`config.mk`:
```
export PLATFORM = sky130hd
export DESIGN_NAME = addsub_arbiter
export DESIGN_NICKNAME = d
export VERILOG_FILES = /design/src/rtl/addsub_arbiter.sv
export SDC_FILE = /design/constraint.sdc
export NUM_CORES = 1
export LEC_CHECK = 0
export BUFFER_PORTS_ARGS = -buffer_cell sky130_fd_sc_hd__buf_4
export CORE_MARGIN = 2
export CORE_UTILIZATION = 50
export DETAILED_ROUTE_END_ITERATION = 6
export PLACE_DENSITY_LB_ADDON = 0.08
export SLEW_MARGIN = 20
export SYNTH_ARGS = -nofsm -noshare
export SYNTH_HDL_FRONTEND = slang
export SYNTH_SLANG_ARGS = --single-unit
```
`constraint.sdc`:
```
create_clock -name i_clk -period 3.7 [get_ports i_clk]
set_input_delay 0.74 -clock i_clk [delete_from_list [all_inputs] [get_ports i_clk]]
set_output_delay 0.74 -clock i_clk [all_outputs]
set_load 0.1 [all_outputs]
```
`src/rtl/addsub_arbiter.sv`:
```
// Two-requester round-robin front end sharing one saturating 16-bit add/sub unit.
// Define ADDSUB_ARB_SAT_CNT_EN to add the o_sat_cnt saturation event counter.
module addsub_arbiter #(
   parameter int CNT_W = 8
) (
`ifdef ADDSUB_ARB_SAT_CNT_EN
   output logic [CNT_W-1:0] o_sat_cnt,
`endif
   input  logic        i_clk,
   input  logic        i_rst,
   input  logic        i_req0_vld,
   input  logic [15:0] i_req0_a,
   input  logic [15:0] i_req0_b,
   input  logic        i_req0_sub,
   output logic        o_req0_rdy,
   output logic        o_rsp0_vld,
   input  logic        i_rsp0_rdy,
   output logic [15:0] o_rsp0_sum,
   output logic        o_rsp0_ovf,
   input  logic        i_req1_vld,
   input  logic [15:0] i_req1_a,
   input  logic [15:0] i_req1_b,
   input  logic        i_req1_sub,
   output logic        o_req1_rdy,
   output logic        o_rsp1_vld,
   input  logic        i_rsp1_rdy,
   output logic [15:0] o_rsp1_sum,
   output logic        o_rsp1_ovf
);

   localparam logic [1:0] S_IDLE = 2'd0;
   localparam logic [1:0] S_EXEC = 2'd1;
   localparam logic [1:0] S_RESP = 2'd2;

   logic [1:0]  r_state;
   logic        r_last;
   logic        r_owner;
   logic [15:0] r_a;
   logic [15:0] r_b;
   logic        r_sub;
   logic [15:0] r_sum;
   logic        r_ovf;

   logic        w_gnt;
   logic        w_idle;
   logic        w_resp;
   logic        w_hs;
   logic        w_rsp_rdy;
   logic [15:0] w_b_eff;
   logic [15:0] w_raw;
   logic        w_pos_ovf;
   logic        w_neg_ovf;
   logic [15:0] w_sat_sum;

   // Contention goes to whoever did not win last; a lone requester always wins.
   assign w_gnt  = (i_req0_vld & i_req1_vld) ? ~r_last : i_req1_vld;
   assign w_idle = (r_state == S_IDLE) & ~i_rst;
   assign w_resp = (r_state == S_RESP);

   assign o_req0_rdy = w_idle & i_req0_vld & ~w_gnt;
   assign o_req1_rdy = w_idle & i_req1_vld &  w_gnt;
   assign w_hs       = o_req0_rdy | o_req1_rdy;
   assign w_rsp_rdy  = r_owner ? i_rsp1_rdy : i_rsp0_rdy;

   // a - b computed as a + ~b + 1; overflow only when both addends share a sign.
   assign w_b_eff   = r_b ^ {16{r_sub}};
   assign w_raw     = r_a + w_b_eff + {15'd0, r_sub};
   assign w_pos_ovf = ~r_a[15] & ~w_b_eff[15] &  w_raw[15];
   assign w_neg_ovf =  r_a[15] &  w_b_eff[15] & ~w_raw[15];
   assign w_sat_sum = w_pos_ovf ? 16'h7FFF : (w_neg_ovf ? 16'h8000 : w_raw);

   always_ff @(posedge i_clk) begin
      if (i_rst) begin
         r_state <= S_IDLE;
         r_last  <= 1'b1;
         r_owner <= 1'b0;
         r_a     <= '0;
         r_b     <= '0;
         r_sub   <= 1'b0;
         r_sum   <= '0;
         r_ovf   <= 1'b0;
      end else begin
         case (r_state)
            S_IDLE: begin
               if (w_hs) begin
                  r_a     <= w_gnt ? i_req1_a   : i_req0_a;
                  r_b     <= w_gnt ? i_req1_b   : i_req0_b;
                  r_sub   <= w_gnt ? i_req1_sub : i_req0_sub;
                  r_owner <= w_gnt;
                  r_last  <= w_gnt;
                  r_state <= S_EXEC;
               end
            end
            S_EXEC: begin
               r_sum   <= w_sat_sum;
               r_ovf   <= w_pos_ovf | w_neg_ovf;
               r_state <= S_RESP;
            end
            S_RESP: begin
               if (w_rsp_rdy) r_state <= S_IDLE;
            end
            default: r_state <= S_IDLE;
         endcase
      end
   end

`ifdef ADDSUB_ARB_SAT_CNT_EN
   logic [CNT_W-1:0] r_sat_cnt;

   always_ff @(posedge i_clk) begin
      if (i_rst) begin
         r_sat_cnt <= '0;
      end else if ((r_state == S_EXEC) && (w_pos_ovf | w_neg_ovf) && (r_sat_cnt != '1)) begin
         r_sat_cnt <= r_sat_cnt + 1'b1;
      end
   end

   assign o_sat_cnt = r_sat_cnt;
`endif

   assign o_rsp0_vld = w_resp & ~r_owner;
   assign o_rsp1_vld = w_resp &  r_owner;
   assign o_rsp0_sum = o_rsp0_vld ? r_sum : 16'h0000;
   assign o_rsp1_sum = o_rsp1_vld ? r_sum : 16'h0000;
   assign o_rsp0_ovf = o_rsp0_vld & r_ovf;
   assign o_rsp1_ovf = o_rsp1_vld & r_ovf;

endmodule

```
**Word-level counts from Yosys, hierarchy flattened**

Index checks and enable logic that the tools add are counted.
W data, S select, Z words.

- Register bits: 54
- Bits in latches: 0
- Memory bits (writable): 0
- ROM bits: 0
- Input bits: 72
- Logic and storage cells: 53
- Memories: 0

- Add/subtract/negate cells: 2
- Multiply operators: 0
- Div/mod/pow operators: 0
- Magnitude comparators: 0
- Eq/ne operators: 4
- Shifts and indexed selects: 0
- Mux-type cells: 12
- Bitwise gates (word level): 24
- Reduce and logical (&&, ||, !) cells: 3

Operators with widths:

| kind | number |
|---|---|
| $mux W16 | 6 |
| $add A16 B1 Y16 | 1 |
| $add A16 B16 Y16 | 1 |
| $xor A16 B16 Y16 | 1 |
| $and A1 B1 Y1 | 14 |
| $not A1 Y1 | 7 |
| $pmux W2 S3 | 1 |
| $mux W2 | 2 |
| $reduce_and A2 Y1 | 2 |
| $mux W1 | 3 |
| $eq A2 B1 Y1 const B | 1 |
| $eq A2 B2 Y1 const B | 1 |
| $logic_not A2 Y1 | 1 |
| $ne A2 B1 Y1 const B | 1 |
| $ne A2 B2 Y1 const B | 1 |
| $or A1 B1 Y1 | 2 |

**Longest topological paths before layout**

Gate-level depths: netlist of run 1.

- Depth after elaboration: 7
- Depth in mapped cells: 13
- Depth with buffers taken out: 10

**Worst setup path before layout of run 1**

OpenSTA, ideal clock, no wires.

- Kind: flip-flop to output port
- Start: register r_state[1]
- End: output o_rsp0_sum[10]
- Arrival: 2.698 ns
- Slack: 0.262 ns
- Cell stages (with the launch flop): 4
- Buffers on the path: 1
- Cell sequence: dfxtp_1 -> nor3b_1 -> clkbuf_1 -> and2_1

- Word-level cells in the longest chain between the ends: 3

Ends and longest elaborated chain:

| element | RTL line | RTL |
|---|---|---|
| start: declaration | 35 | `logic [1:0] r_state;` |
| start signal: assignment | 74 | `r_state <= S_IDLE;` |
| start signal: assignment | 91 | `r_state <= S_EXEC;` |
| start signal: assignment | 97 | `r_state <= S_RESP;` |
| $eq A2 B2 Y1 | 58 | `assign w_resp = (r_state == S_RESP);` |
| $and A1 B1 Y1 | 121 | `assign o_rsp0_vld = w_resp & ~r_owner;` |
| via o_rsp0_vld | 16 | `output logic o_rsp0_vld,` |
| $mux W16 | 123 | `assign o_rsp0_sum = o_rsp0_vld ? r_sum : 16'h0000;` |
| end: declaration | 18 | `output logic [15:0] o_rsp0_sum,` |

The timed path passes the listed nets, and every way through them passes these cells.

**Worst setup path in the final report of run 1**

- Start: register r_sub
- End: register r_sum[14]

- Word-level cells in the longest chain between the ends: 7
- Elaborated cells on any way between the ends: 11

Ends and longest elaborated chain:

| element | RTL line | RTL |
|---|---|---|
| start: declaration | 40 | `logic r_sub;` |
| start signal: assignment | 88 | `r_sub <= w_gnt ? i_req1_sub : i_req0_sub;` |
| $xor A16 B16 Y16 | 66 | `assign w_b_eff = r_b ^ {16{r_sub}};` |
| $add A16 B16 Y16 | 67 | `assign w_raw = r_a + w_b_eff + {15'd0, r_sub};` |
| $add A16 B1 Y16 | 67 |  |
| $not A1 Y1 | 69 | `assign w_neg_ovf = r_a[15] & w_b_eff[15] & ~w_raw[15];` |
| $and A1 B1 Y1 | 69 |  |
| $mux W16 | 70 | `assign w_sat_sum = w_pos_ovf ? 16'h7FFF : (w_neg_ovf ? 16'h8000 : w_raw);` |
| $mux W16 * | 70 |  |
| end signal: assignment | 95 | `r_sum <= w_sat_sum;` |
| end: declaration | 41 | `logic [15:0] r_sum;` |

Every way passes the cells marked *; elsewhere a longest branch is shown, timed or not.
A chain may end at the register's enable or synchronous reset.

==> results of run 1 <==
[sequential cells by signal, summed over array words and instances, names as in the netlist]
name / count
r_a: 16
r_b: 16
r_sum: 16
r_state: 2
r_last: 1
r_ovf: 1
r_owner: 1
r_sub: 1
[path summary, 6_finish.rpt]
| path | start | endpoint | slack [ps] | depth (start not counted) |
|---|---|---|---|---|
| setup / recovery | r_sub | r_sum[14] | 340 | 9 |
| hold / removal | r_sum[1] | r_sum[1] | 470 | 2 |
| hold reg to reg | r_sum[1] | r_sum[1] | 470 | 2 |
| setup reg to reg | r_sub | r_sum[14] | 340 | 9 |
[tightest hold or removal path, cell delays in order (launching register included)]
cell	delay, ps
dfxtp_1	330
nand2_1	50
a21oi_1	50
[synthesized netlist by cell type (2+ instances only)]
cell type,n,area (um^2)
buf_1,2,7.51
o21ai_0,8,40.0
a21o_1,4,30.0
nand4_1,2,12.5
a21boi_0,4,30.0
buf_4,2,15.0
nor3b_1,2,15.0
nor2_1,52,195
a21oi_1,13,65.1
xnor2_1,7,61.3
buf_2,2,10.0
a31oi_1,2,12.5
ha_1,18,225
xor2_1,22,193
nand3_1,3,15.0
clkbuf_1,20,75.1
and3_1,3,18.8
a211oi_2,9,113
nand2b_1,6,37.5
o21a_1,4,30.0
nor3_1,4,20.0
and2_1,34,213
inv_1,6,22.5
a211oi_1,39,293
nand2_1,24,90.1
and3b_1,2,17.5
mux2i_1,37,370
dfxtp_1,54,1080
[layer usage]
layer / track usage / vias to the layer above / wire (um)
met3: 0.0330 / 13 / 286
met4: 0.0727 / 0 / 182
met5: 0 / - / 0
met1: 0.263 / 1373 / 3510
met2: 0.371 / 75 / 3880
li1: - / 1603 / -
[cell type report]
type	count	area (um^2)	share of cell area
clock inverters	2	12.5	0.00282
clock buffers	6	82.6	0.0186
multi-input cells	315	2280	0.514
repair buffers	112	841	0.189
well taps	96	120	0.0271
flip-flops and latches	54	1080	0.244
inverters	6	22.5	0.00507
[through the flow]
| stage | total power, mW | cells |
|---|---|---|
| 6_report | 1.71 | 591 |
| 5_1_grt | 1.83 | 591 |
| 4_1_cts | 1.72 | 591 |
| 3_5_place_dp | 1.38 | 583 |
| 3_3_place_gp | 1.37 | 583 |
| 2_1_floorplan | 1.21 | 404 |
[cell families after synthesis]
group / Yosys count
buf+inv: 35
mux: 38
fa+ha+maj: 19
compound gates: 91
xor+xnor: 29
flops: 54
simple gates: 138
[power groups by stage]
stage | logic [mW] | clock network, mW | registers (mW)
floorplan | 0.516 | 0 | 0.691
global placement | 0.654 | 0 | 0.714
detailed placement | 0.663 | 0 | 0.717
CTS | 0.667 | 0.351 | 0.703
global route | 0.737 | 0.378 | 0.713
finish | 0.665 | 0.343 | 0.702
==> impl_metrics.env, run 1 <==
export IMPL_cts_tree="yes"
export IMPL_worst_skew_pair_late_latency_ps=310
export IMPL_crit_family="compound AO/OA/AOI/OAI gates"
export IMPL_ys_flop_type="dfxtp_1"
export IMPL_fill_cells=617
export IMPL_synth_fp_nets=495
export IMPL_place_area_um2=4340
export IMPL_status="finished, final reports clean"
export IMPL_wire_per_inst_um=13.3
export IMPL_cts_repair_resized=0
export IMPL_maxSlewHeadroom=0.436
export IMPL_start_util=0.517
export IMPL_antenna_cells=0
export IMPL_die_h_um=87.9
export IMPL_coreArea_um2=6790
export IMPL_dieWidth_um=87.9
export IMPL_cts_setup_buffers=0
export IMPL_grt_usage=0.211
export IMPL_grt_pass1_wl_mm=13.0
export IMPL_path_class="reg -> reg"
export IMPL_finalSetupViolCount=0
export IMPL_drive_above_1_share=0.277
export IMPL_cp_num_buf_inv=0
export IMPL_avgViaCountPerCell=5.18
export IMPL_antenna_left=0
export IMPL_drv_cap=0
export IMPL_port_buffer_count=109
export IMPL_synth_distinct_cells=47
export IMPL_numCtsBuffers=5
export IMPL_finClkSkew_ps=4.71
export IMPL_final_cell_mix="buf_4 (112), dfxtp_1 (54), nor2_1 (52)"
export IMPL_h_tree_depth=2
export IMPL_ios=110
export IMPL_vdd_drop_max_mv=0.209
export IMPL_max_freq_mhz=297
export IMPL_slowest_stage="dfxtp_1"
export IMPL_crit_chain="xor2_1 > ha_1 > and4_1 > a21boi_0 > o21a_1 > a211oi_4 > mux2i_1 > nor2_4 > a211oi_2"
export IMPL_pwr_share_seq=0.410
export IMPL_switchingPower_uw=632
export IMPL_hold_class="reg -> reg"
export IMPL_power_density_nw_per_um2=385
export IMPL_synthXorXnorAreaFrac=0.0722
export IMPL_critPathMaxStageDelay_ps=880
export IMPL_synth_top_family_by_area="compound AO/OA/AOI/OAI gates"
export IMPL_synth_compound_area_frac=0.199
export IMPL_setup_tns_ps=0
export IMPL_fin_util=0.653
export IMPL_power_share_switching=0.370
export IMPL_worst_slew_pin_transition_ps=844
export IMPL_syn_area_per_cell_um2=8.70
export IMPL_synthArstFlopShare=0
export IMPL_worstSetupStartpointType="register"
export IMPL_clockRootBuffer="clkbuf_8"
export IMPL_synth_area_um2=3520
export IMPL_holdWs_ps=470
export IMPL_final_common_cell="buf_4"
export IMPL_path_clk_slew_ps=100
export IMPL_first_global_vias=2861
export IMPL_grt_overflow=0
export IMPL_hpwlAfterDp_mm=6.22
export IMPL_drt_iter0_markers=92
export IMPL_synthAdderAreaFrac=0.0698
export IMPL_cts_buffer_depth=2
export IMPL_gp_congestion=0.865
export IMPL_antenna_found_initial=0
export IMPL_fin_crit_sh=0.909
export IMPL_post_place_ws_ps=374
export IMPL_netlist_instances=404
export IMPL_num_vias=3064
export IMPL_drc=0
export IMPL_rows=30
export IMPL_finalHoldViolations=0
export IMPL_seq_area_frac_synth=0.307
export IMPL_synth_simple_area_share=0.194
export IMPL_period_needed_ps=3360
export IMPL_synth_edf_count=0
export IMPL_cp_max_fo=17
export IMPL_finalWorstSetupSlack_ps=335
export IMPL_cts_hold_fix_buffers=0
export IMPL_syn_to_final_growth_pct=26.3
export IMPL_rsz0062_at_grt="false"
export IMPL_clock_power_share=0.201
export IMPL_arrival_ps=3600
export IMPL_p_comb_frac=0.389
export IMPL_p_int_mw=1.08
export IMPL_required_ps=3930
export IMPL_wl_mm=7.86
export IMPL_muxShareOfSynthArea=0.110
export IMPL_fp_dieArea_um2=7720
export IMPL_drv_slew=0
export IMPL_grt_max_degree=70
export IMPL_yosysWarnings=0
export IMPL_power_leakage_nw=2.08
export IMPL_cts_sinks=54
export IMPL_final_cell_area_um2=4440
export IMPL_dr_pass1_iters=4
export IMPL_ys_seq_elements=54
export IMPL_crit_path_end_kind="register"
export IMPL_fin_nets=585
Power figures use the tool's default switching activity.
==> run 2, diff against run 1 <==
==> constraint.sdc (replaced) <==
create_clock -name i_clk -period 3.7 [get_ports i_clk]
set_input_delay 0.555 -clock i_clk [delete_from_list [all_inputs] [get_ports i_clk]]
set_output_delay 0.555 -clock i_clk [all_outputs]
set_load 0.1 [all_outputs]
==> impl_metrics.env, run 2 (same netlist as run 1, synthesis figures left out) <==
export IMPL_h_tree_depth=2
export IMPL_slowest_stage="dfxtp_1"
export IMPL_register_area_um2=1080
export IMPL_fin_cells=591
export IMPL_critPathMaxStageDelay_ps=870
export IMPL_ios=110
export IMPL_p_total_mw=1.70
export IMPL_fill_cells=594
export IMPL_max_freq_mhz=299
export IMPL_met3_length_um=292
export IMPL_crit_chain="xor2_1 > ha_1 > and4_1 > a21boi_0 > o21a_1 > a211oi_4 > mux2i_1 > nor2_4 > a211oi_1"
export IMPL_crit_path_end_kind="register"
export IMPL_die_h_um=87.9
export IMPL_grt_overflow=0
export IMPL_fin_crit_sh=0.905
export IMPL_syn_to_final_growth_pct=26.2
export IMPL_placed_cells=583
export IMPL_cts_repair_resized=0
export IMPL_coreArea_um2=6790
export IMPL_grt_pass1_wl_mm=12.8
export IMPL_worst_skew_pair_late_latency_ps=300
export IMPL_setup_tns_ps=0
export IMPL_required_ps=3920
export IMPL_wl_mm=7.59
export IMPL_met1_length_mm=3.40
export IMPL_drv_slew=0
export IMPL_period_needed_ps=3350
export IMPL_drt_iter0_markers=69
export IMPL_route_met2_wl_mm=3.81
export IMPL_path_class="reg -> reg"
export IMPL_numCtsBuffers=5
export IMPL_cts_tree="yes"
export IMPL_hold_end="r_sum[1]"
export IMPL_antenna_found_initial=0
export IMPL_start_util=0.517
export IMPL_cp_max_fo=17
export IMPL_cts_setup_buffers=0
export IMPL_top_layer_used="met4"
export IMPL_reg2reg_depth=9
export IMPL_finalSetupViolCount=0
export IMPL_antenna_cells=0
export IMPL_r2r_start="r_sub"
export IMPL_arrival_ps=3560
export IMPL_power_leakage_nw=2.08
export IMPL_final_cell_mix="buf_4 (112), dfxtp_1 (54), nor2_1 (52)"
export IMPL_status="finished, final reports clean"
export IMPL_place_area_um2=4340
export IMPL_grt_usage=0.207
export IMPL_hold_path_startpoint="r_sum[1]"
export IMPL_final_common_cell="buf_4"
export IMPL_largest_registers="r_a x16, r_b x16, r_sum x16"
export IMPL_avgViaCountPerCell=5.11
export IMPL_dr_pass1_iters=4
export IMPL_path_clk_slew_ps=90
export IMPL_finalHoldViolations=0
export IMPL_rows=30
export IMPL_port_buffer_count=109
export IMPL_finClkSkew_ps=4.89
export IMPL_hold_depth=2
export IMPL_gp_congestion=0.870
export IMPL_crit_family="flip-flops"
export IMPL_rrSetupSlack_ps=350
export IMPL_drive_above_1_share=0.275
export IMPL_cp_num_buf_inv=0
export IMPL_grt_max_degree=70
export IMPL_wire_per_inst_um=12.8
export IMPL_worst_slew_pin_transition_ps=835
export IMPL_hpwlAfterDp_mm=5.94
export IMPL_cts_sinks=54
export IMPL_drc=0
export IMPL_clockRootBuffer="clkbuf_8"
export IMPL_maxSlewHeadroom=0.443
export IMPL_first_global_vias=2827
export IMPL_startpoint="r_sub"
export IMPL_worstSetupStartpointType="register"
export IMPL_cts_hold_fix_buffers=0
export IMPL_drv_cap=0
export IMPL_fp_dieArea_um2=7720
export IMPL_crit_reg2reg_capture="r_sum[0]"
export IMPL_multi_input_area_um2=2280
export IMPL_hold_class="reg -> reg"
export IMPL_num_vias=3022
export IMPL_fin_nets=585
export IMPL_power_density_nw_per_um2=383
export IMPL_vdd_drop_max_mv=0.177
export IMPL_dieWidth_um=87.9
export IMPL_cts_buffer_depth=2
export IMPL_rsz0062_at_grt="false"
export IMPL_final_cell_area_um2=4440
export IMPL_antenna_left=0
## run 2: cell types whose count changed in the layout (fill, tap and decap cells not counted), sizes merged
cell / delta
clkbuf: +1
clkinvlp: -1
## run 2: cell type report
| cell class | count | area share |
|---|---|---|
| Multi-Input combinational cell | 315 | 0.514 |
| Sequential cell | 54 | 0.244 |
| Timing Repair Buffer | 112 | 0.190 |
| Tap cell | 96 | 0.0271 |
| Clock buffer | 7 | 0.0195 |
| Inverter | 6 | 0.00508 |
| Clock inverter | 1 | 0.00113 |
## run 2: worst max path at each step
stage                      to  cells past startpoint  slack (ps)
2_1_floorplan  o_rsp0_sum[10]                      3         450
3_3_place_gp        r_sum[14]                      9         470
3_5_place_dp        r_sum[14]                      9         360
4_1_cts              r_sum[0]                      9         310
5_1_grt             r_sum[12]                      9          50
6_report             r_sum[0]                      9         350
## run 2: layer usage
layer | GRT usage | vias to the layer above
met3 | 0.0377 | 7
met1 | 0.258 | 1342
met4 | 0.0476 | 0
met2 | 0.371 | 70
li1 | - | 1603
met5 | 0 | -
## run 2: worst reg2reg max path, cell delays in order (launching register included)
cell and delay, ps:
dfxtp_1 870, xor2_1 170, ha_1 420, and4_1 270, a21boi_0 130, o21a_1 210, a211oi_4 300, mux2i_1 480
nor2_4 170, a211oi_1 230
## run 2: power by group
part | switching [mW] | leakage [nW] | internal (mW)
Clock | 0.181 | 0.0482 | 0.151
Sequential | 0.0551 | 0.446 | 0.646
Combinational | 0.383 | 1.59 | 0.281
## run 2: per-stage QoR
stage,hold slack (ps),setup slack (ps),utilization
2_1_floorplan,440,447,-
3_3_place_gp,461,466,0.639
3_5_place_dp,468,359,0.639
4_1_cts,480,314,0.652
5_1_grt,511,45.7,0.653
6_report,474,353,0.653
